### src/rtl/mouse_quad.sv
// Relative HID mouse deltas to Atari ST quadrature and button lines, drained one step per tick.
// Optional MOUSE_QUAD_ACCEL_EN doubles deltas with magnitude >= 16 before accumulation.
module mouse_quad #(
  parameter int unsigned STEP_DIV = 1600,
  parameter int unsigned ACC_W    = 12
) (
  input  logic       clk,
  input  logic       reset,
  input  logic       strobe,
  input  logic [7:0] dx,
  input  logic [7:0] dy,
  input  logic [1:0] buttons,
  output logic [5:0] mouse,
  output logic       busy
);

  localparam int unsigned TMR_W = 16;
  localparam int unsigned D_W   = 9;
  localparam int unsigned SUM_W = ACC_W + 2;
  localparam logic [TMR_W-1:0] TMR_LAST = TMR_W'(STEP_DIV - 1);
  localparam logic signed [SUM_W-1:0] ACC_MAX = SUM_W'((2 ** (ACC_W - 1)) - 1);
  localparam logic signed [SUM_W-1:0] ACC_MIN = ~ACC_MAX;

  logic [TMR_W-1:0]        tmr_q, tmr_d;
  logic signed [ACC_W-1:0] acc_x_q, acc_x_d, acc_y_q, acc_y_d;
  logic [1:0]              ph_x_q, ph_x_d, ph_y_q, ph_y_d;
  logic [5:0]              mouse_q, mouse_d;
  logic                    busy_q, busy_d;
  logic                    tick_c;
  logic [1:0]              btn_d;

  function automatic logic signed [D_W-1:0] scale_delta(input logic [7:0] d);
    logic signed [D_W-1:0] d9;
    d9 = {d[7], d};
`ifdef MOUSE_QUAD_ACCEL_EN
    if (d9 >= 9'sd16 || d9 <= -9'sd16) d9 = d9 <<< 1;
`endif
    return d9;
  endfunction

  // Accumulate on strobe, retire one step on tick, saturate to the accumulator range.
  function automatic logic signed [ACC_W-1:0] next_acc(
    input logic signed [ACC_W-1:0] acc,
    input logic signed [D_W-1:0]   d,
    input logic                    ld,
    input logic                    tk
  );
    logic signed [SUM_W-1:0] s;
    s = {{(SUM_W-ACC_W){acc[ACC_W-1]}}, acc};
    if (ld) s = s + {{(SUM_W-D_W){d[D_W-1]}}, d};
    if (tk && acc != '0) s = acc[ACC_W-1] ? s + SUM_W'(1) : s - SUM_W'(1);
    if (s > ACC_MAX) s = ACC_MAX;
    else if (s < ACC_MIN) s = ACC_MIN;
    return s[ACC_W-1:0];
  endfunction

  function automatic logic [1:0] next_ph(
    input logic [1:0]              ph,
    input logic signed [ACC_W-1:0] acc,
    input logic                    tk
  );
    logic [1:0] p;
    p = ph;
    if (tk && acc != '0) p = acc[ACC_W-1] ? ph - 2'd1 : ph + 2'd1;
    return p;
  endfunction

  // Phase 0..3 -> {b, a} = 00, 01, 11, 10 (a leads b going forward).
  function automatic logic [1:0] enc(input logic [1:0] ph);
    return {ph[1], ph[1] ^ ph[0]};
  endfunction

  always_comb begin
    tick_c  = (tmr_q == TMR_LAST);
    tmr_d   = tick_c ? '0 : tmr_q + TMR_W'(1);
    acc_x_d = next_acc(acc_x_q, scale_delta(dx), strobe, tick_c);
    acc_y_d = next_acc(acc_y_q, scale_delta(dy), strobe, tick_c);
    ph_x_d  = next_ph(ph_x_q, acc_x_q, tick_c);
    ph_y_d  = next_ph(ph_y_q, acc_y_q, tick_c);
    btn_d   = strobe ? buttons : mouse_q[5:4];
    mouse_d = {btn_d, enc(ph_y_d), enc(ph_x_d)};
    busy_d  = (acc_x_d != '0) || (acc_y_d != '0);
  end

  always_ff @(posedge clk or posedge reset) begin
    if (reset) begin
      tmr_q   <= '0;
      acc_x_q <= '0;
      acc_y_q <= '0;
      ph_x_q  <= '0;
      ph_y_q  <= '0;
      mouse_q <= '0;
      busy_q  <= 1'b0;
    end else begin
      tmr_q   <= tmr_d;
      acc_x_q <= acc_x_d;
      acc_y_q <= acc_y_d;
      ph_x_q  <= ph_x_d;
      ph_y_q  <= ph_y_d;
      mouse_q <= mouse_d;
      busy_q  <= busy_d;
    end
  end

  assign mouse = mouse_q;
  assign busy  = busy_q;

endmodule

### config.mk
export PLATFORM = sky130hd
export DESIGN_NAME = mouse_quad
export DESIGN_NICKNAME = d
export VERILOG_FILES = /design/src/rtl/mouse_quad.sv
export SDC_FILE = /design/constraint.sdc
export NUM_CORES = 1
export LEC_CHECK = 0
export ABC_AREA = 1
export CAP_MARGIN = 10
export CORE_AREA = 2 2 80 112
export DETAILED_ROUTE_END_ITERATION = 6
export DIE_AREA = 0 0 82 114
export GPL_TIMING_DRIVEN = 0
export HOLD_SLACK_MARGIN = 0.15
export PLACE_DENSITY = 0.95
export SETUP_SLACK_MARGIN = 0.4
export SLEW_MARGIN = 20
export SYNTH_ARGS = -nofsm -noshare
export SYNTH_HDL_FRONTEND = slang
export SYNTH_SLANG_ARGS = --single-unit
### constraint.sdc
create_clock -name clk -period 7.2 [get_ports clk]
set_input_delay 2.16 -clock clk [delete_from_list [all_inputs] [get_ports clk]]
set_output_delay 2.16 -clock clk [all_outputs]
set_load 0.02 [all_outputs]
Word level (Yosys, flattened, before mapping)
Cells that the tools add are included.

Bits in latches: 0. Logic and storage cells: 48. Output and inout bits: 7. Flip-flop bits (word level): 51. Memory bits (writable): 0. ROM bits: 0. Memories kept: 0.

Multiply operators: 0. Mux-type cells: 15. Shift operators: 0. Reductions and logical operators: 7. Bitwise operators: 2. Equal/unequal tests: 1. Add/subtract/negate cells: 11. Div/mod/pow operators: 0. $lt $le $gt $ge: 4.

Operators with widths (count): two-way mux 14 bit (6); two-way mux 12 bit (4); nonzero test 12 bit (4); adder 14 x 2 -> 14 bit (second input constant) (2); > comparator 14 x 12 -> 1 bit (second input constant) (2); less-than comparator 14 x 12 -> 1 bit (second input constant) (2); subtractor 14 x 2 -> 14 bit (second input constant) (2); adder 12 x 8 -> 13 bit (2); adder 16 x 1 -> 16 bit (second input constant) (1); equality test 16 x 11 -> 1 bit (second input constant) (1); two-way mux 16 bit (1); two-way mux 2 bit (4); adder 2 x 1 -> 2 bit (second input constant) (2); subtractor 2 x 1 -> 2 bit (second input constant) (2); logical AND 1 bit (2); bitwise XOR 1 bit (2); logical OR 1 bit (1).

Longest topological paths before layout
Depth in word-level cells: 10. Depth in mapped cells: 32.

Worst setup path before layout
No wires, ideal clock.

Path type: input -> register. Start point: in dx[0]. End point: reg busy_q, in the netlist busy. Path slack: 2.000 ns. Path buffers: 1. Data arrival time: 5.081 ns. Required time: 7.081 ns. Library setup time: 0.119 ns. Cell stages on the path: 27. Path through: ha_1 -> inv_1 -> fa_1 -> o21ai_1 -> nand2_1 -> nand2_1 -> nand2_1 -> nand4_1 -> nand3_1 -> and2_1 -> ha_1 -> inv_1 -> nor3_1 -> nand3_1 -> nand3_1 -> nand2_1 -> nand2_1 -> nand2_1 -> nand2_1 -> nand2_2 -> buf_6 -> nand2_4 -> nand2_2 -> nor2_2 -> nand2_1 -> nor2_1 -> nand2_1.

Longest elaborated chain between the ends: 10.

Ends and longest elaborated chain: start: declaration (line 10) `input logic [7:0] dx,`; adder 12 x 8 -> 13 bit (*) (line 50) `if (ld) s = s + {{(SUM_W-D_W){d[D_W-1]}}, d};`; two-way mux 14 bit (*) (line 50); subtractor 14 x 2 -> 14 bit / adder 14 x 2 -> 14 bit (equally long branches) (line 51) `if (tk && acc != '0) s = acc[ACC_W-1] ? s + SUM_W'(1) : s - SUM_W'(1);`; two-way mux 14 bit (line 51); two-way mux 14 bit (*) (line 51); less-than comparator 14 x 12 -> 1 bit (line 53) `else if (s < ACC_MIN) s = ACC_MIN;`; two-way mux 12 bit (line 53); two-way mux 12 bit (*) (line 52) `if (s > ACC_MAX) s = ACC_MAX;`; nonzero test 12 bit (*) (line 82) `busy_d = (acc_x_d != '0) || (acc_y_d != '0);`; logical OR 1 bit (*) (line 82); via busy_d (line 28) `logic busy_q, busy_d;`; end signal: assignment (line 101) `busy_q <= busy_d;`; end: declaration (line 28).

The timed path passes the listed nets; every way through them passes the cells marked *. A chain may end at the register's enable or synchronous reset.

Worst setup path after layout
Start point: in strobe. End point: reg busy_q, in the netlist busy.

Longest elaborated chain between the ends: 9.

Ends and longest elaborated chain: start: declaration (line 9) `input logic strobe,`; two-way mux 14 bit (*) (line 50); subtractor 14 x 2 -> 14 bit / adder 14 x 2 -> 14 bit (equally long branches) (line 51); two-way mux 14 bit (line 51); two-way mux 14 bit (*) (line 51); less-than comparator 14 x 12 -> 1 bit (line 53); two-way mux 12 bit (line 53); two-way mux 12 bit (*) (line 52); via acc_x_d[0] (line 25) `logic signed [ACC_W-1:0] acc_x_q, acc_x_d, acc_y_q, acc_y_d;`; nonzero test 12 bit (*) (line 82); logical OR 1 bit (*) (line 82); via busy_d (line 28).

Marks and branches as above.

==> flow_metrics.tcl <==
set metrics [dict create \
    ctsResizeCount 0 \
    floorplan.io_pins 28 \
    detailed_place_hpwl_um 11300 \
    synth_enable_flop_cells 0 \
    cp.required_ns 7.38 \
    wl_final_um 14200 \
    worst_ep_arrival_time_ns 6.42 \
    worstPathMaxFanout 10 \
    power_mw 2.92 \
    clock_sinks 49 \
    cts_setup_buffers 0 \
    rsz0062_at_grt "false" \
    synthesis.nets 948 \
    gpl.final_weighted_congestion 0.989 \
    place.detailed.instances 1007 \
    grt-ovfl-total 0 \
    antennaDiodeCount 0 \
    area_growth_from_synthesis_to_layout_pct 10.5 \
    yosys.area.top_type_share_pct 22.4 \
    worst_path_max_delay_cell "clkdlybuf4s50_1" \
    post_drt_via_cell_ratio 5.64 \
    initial_utilization_pct 65.1 \
    syn_inst 874 \
    synthesis.area_um2 5480 \
    period_share_pct 86.7 \
    fin_skew_ns 0.00978 \
    dr_total_vias 5722 \
    antenna_found_initial 0 \
    dr.first_iter.drc_count 369 \
    cpPeakStageDelay_ns 0.63 \
    slew_limit_fails 0 \
    drt_drc_violations_left 0 \
    synth-xor-area-share_pct 4.64 \
    fillCellCount 680 \
    dieArea_um2 9350 \
    drv_cap 0 \
    ys.flop_type "dfrtp_1" \
    cts_inserted_buffers 5 \
    postSynthRegisterBits 49 \
    post_synthesis_simple_gate_area_fraction_pct 39.5 \
    ctsHtreeMaxLevel 2 \
    final_antenna_net_count 0 \
    static-leakage-power_nw 3.30 \
    powerDensity_nw_per_um2 482 \
    worstMarginPinSlew_ns 0.707 \
    finalWorstPathRequiredPeriod_ns 6.24 \
    max_freq_ghz 0.160 \
    io_port_bufs 27 \
    cts_root_buffer "clkbuf_16" \
    setup_violations 0 \
    worst_slew_margin_rel_pct 52.9 \
    ys.warnings.count 0 \
    tritoncts "yes" \
    critPathLaunchType "input port" \
    yosys.area_share.adder_pct 12.7 \
    post-synth-top-area-cell "dfrtp_1" \
    finalHoldViolCount 0 \
    synth.cells.most_frequent "nand2_1 (284), inv_1 (121), nor2_1 (79)" \
    core_area_um2 8410 \
    width_of_the_die_um 82 \
    synth_compound_area_share_pct 10.1 \
    clk_transition_reported_paths_ns 0.07 \
    ir_worst_vdd_mv 0.318 \
    outcome "finished, final reports clean" \
    stdcell_count 1015 \
    grt_use_total_pct 32.3 \
    grt_first_pass_wirelength_um 23600 \
    synthMuxAreaShare_pct 0.183 \
    final.hold.worst_slack_ns 0.479 \
    synth_top_family_by_area "simple AND/OR/NAND/NOR gates" \
    drt-pass1-iter-count 7 \
    crit_path_frequent_cell "nand2_1" \
    route.detailed.wl_per_inst_um 14.0 \
    seq_area_frac_synth_pct 22.4 \
    cts-hold-fix-buffers 0 \
    async_flop_share_pct 100 \
    synthMostInstantiatedCell "nand2_1" \
    timing.setup.tns_ns 0 \
    grt_start_max_net_pins 33 \
    worst_setup_path_end_kind "flop" \
    core.rowCount 40 \
    y_dimension_of_the_die_um 114 \
    via_count_of_the_first_global_routing_pass 5591 \
    worstSetupPathType "input port to flop" \
    netlist-cell-type-count 40 \
    crit_chain "clkdlybuf4s50_1, inv_2, clkbuf_1, clkbuf_1, nand2_1, and2_1, ha_1, inv_1, nor3_1, nand3_1, nand3_1, nand2_1, nand2_1, nand2_1, nand2_1, nand2_1, nand2_2, buf_6, nand2_1, nor2_1, nand2_1, nor2_1, nand2_1" \
    post_synth_main_area_contributors "dfrtp_1 (22%), nand2_1 (19%), ha_1 (11%)" \
    clk_latency_ns 0.30 \
    clockBufferDepth 2 \
    hp-class "flop to flop" \
    nNetsFinal 983 \
    drive_above_1_share_pct 6.37 \
    syn_area_per_cell_um2 6.26 \
]
-- final timing paths --
kind / from / to / slack [ns] / cells after the start
max in group asynchronous: reset / acc_y_q[9] / 4.52 / 3
min in group asynchronous: reset / mouse[1] / 2.16 / 2
worst max register to register: acc_x_q[0] / busy / 3.07 / 27
worst max-delay path: strobe / busy / 0.96 / 23
worst min-delay path: mouse[5] / mouse[5] / 0.48 / 2
worst min register to register: mouse[5] / mouse[5] / 0.48 / 2
-- metal layers --
metal | global-route usage, % | vias up | routed length (µm)
met2 | 60.6 | 218 | 7550
li1 | - | 2860 | -
met3 | 4.75 | 76 | 670
met4 | 20.6 | 0 | 911
met1 | 31.6 | 2568 | 5060
met5 | 0 | - | 0
-- registers in the layout (all words and copies together) (netlist names) --
signal and flops:
acc_y_q 12, ph_x_q 1, busy 1, tmr_q 16, mouse 6, acc_x_q 12
ph_y_q 1
-- cells in the final DEF (no fill, tap or decap), drive strengths merged, types with 4 or more instances in the layout --
cell	n
clkbuf	11
fa	4
o21ai	45
buf	9
clkdlybuf4s50	27
nor3	10
nand2	298
a21oi	42
and2	4
nand3	77
o21bai	6
nand4	18
xnor2	15
xor2	14
or2	5
inv	130
ha	49
nor2	83
dfrtp	49
-- critical path: cells and delay by family --
kind	cells	cell delay, ns
fa+ha+maj	1	0.36
simple gates	16	1.74
buf+inv	6	2.12
-- power breakdown --
group / internal [mW] / switching (mW) / total, mW
logic: 0.833 / 1.43 / 2.26
clock network: 0.140 / 0.113 / 0.252
registers: 0.349 / 0.0549 / 0.404
-- logic make-up after synthesis --
family,after synthesis
AO/OA/AOI/OAI,100
XOR/XNOR,29
adder cells (fa/ha/maj),53
buffers and inverters,142
flip-flops,49
multiplexers,1
AND/OR/NAND/NOR,500
-- cell type report --
type	count	area [µm²]	share of cell area [%]
inverter	129	487	8.04
clock buffer	6	139	2.29
tap	105	131	2.17
buffer	13	88.8	1.47
clock inverter	2	16.3	0.269
timing repair buffer	28	290	4.80
sequential	49	1230	20.3
multi-input combinational	683	3670	60.7
-- stage by stage --
stage / utilization (%) / setup slack [ns] / instance area (µm²)
floorplan: - / 2.00 / 5480
global placement: 69.9 / 0.833 / 5880
detailed placement: 70.1 / 0.784 / 5900
CTS: 72.0 / 1.08 / 6050
global route: 72.0 / 0.744 / 6050
finish: 72.0 / 0.960 / 6050
Power figures use the tool's default switching activity.
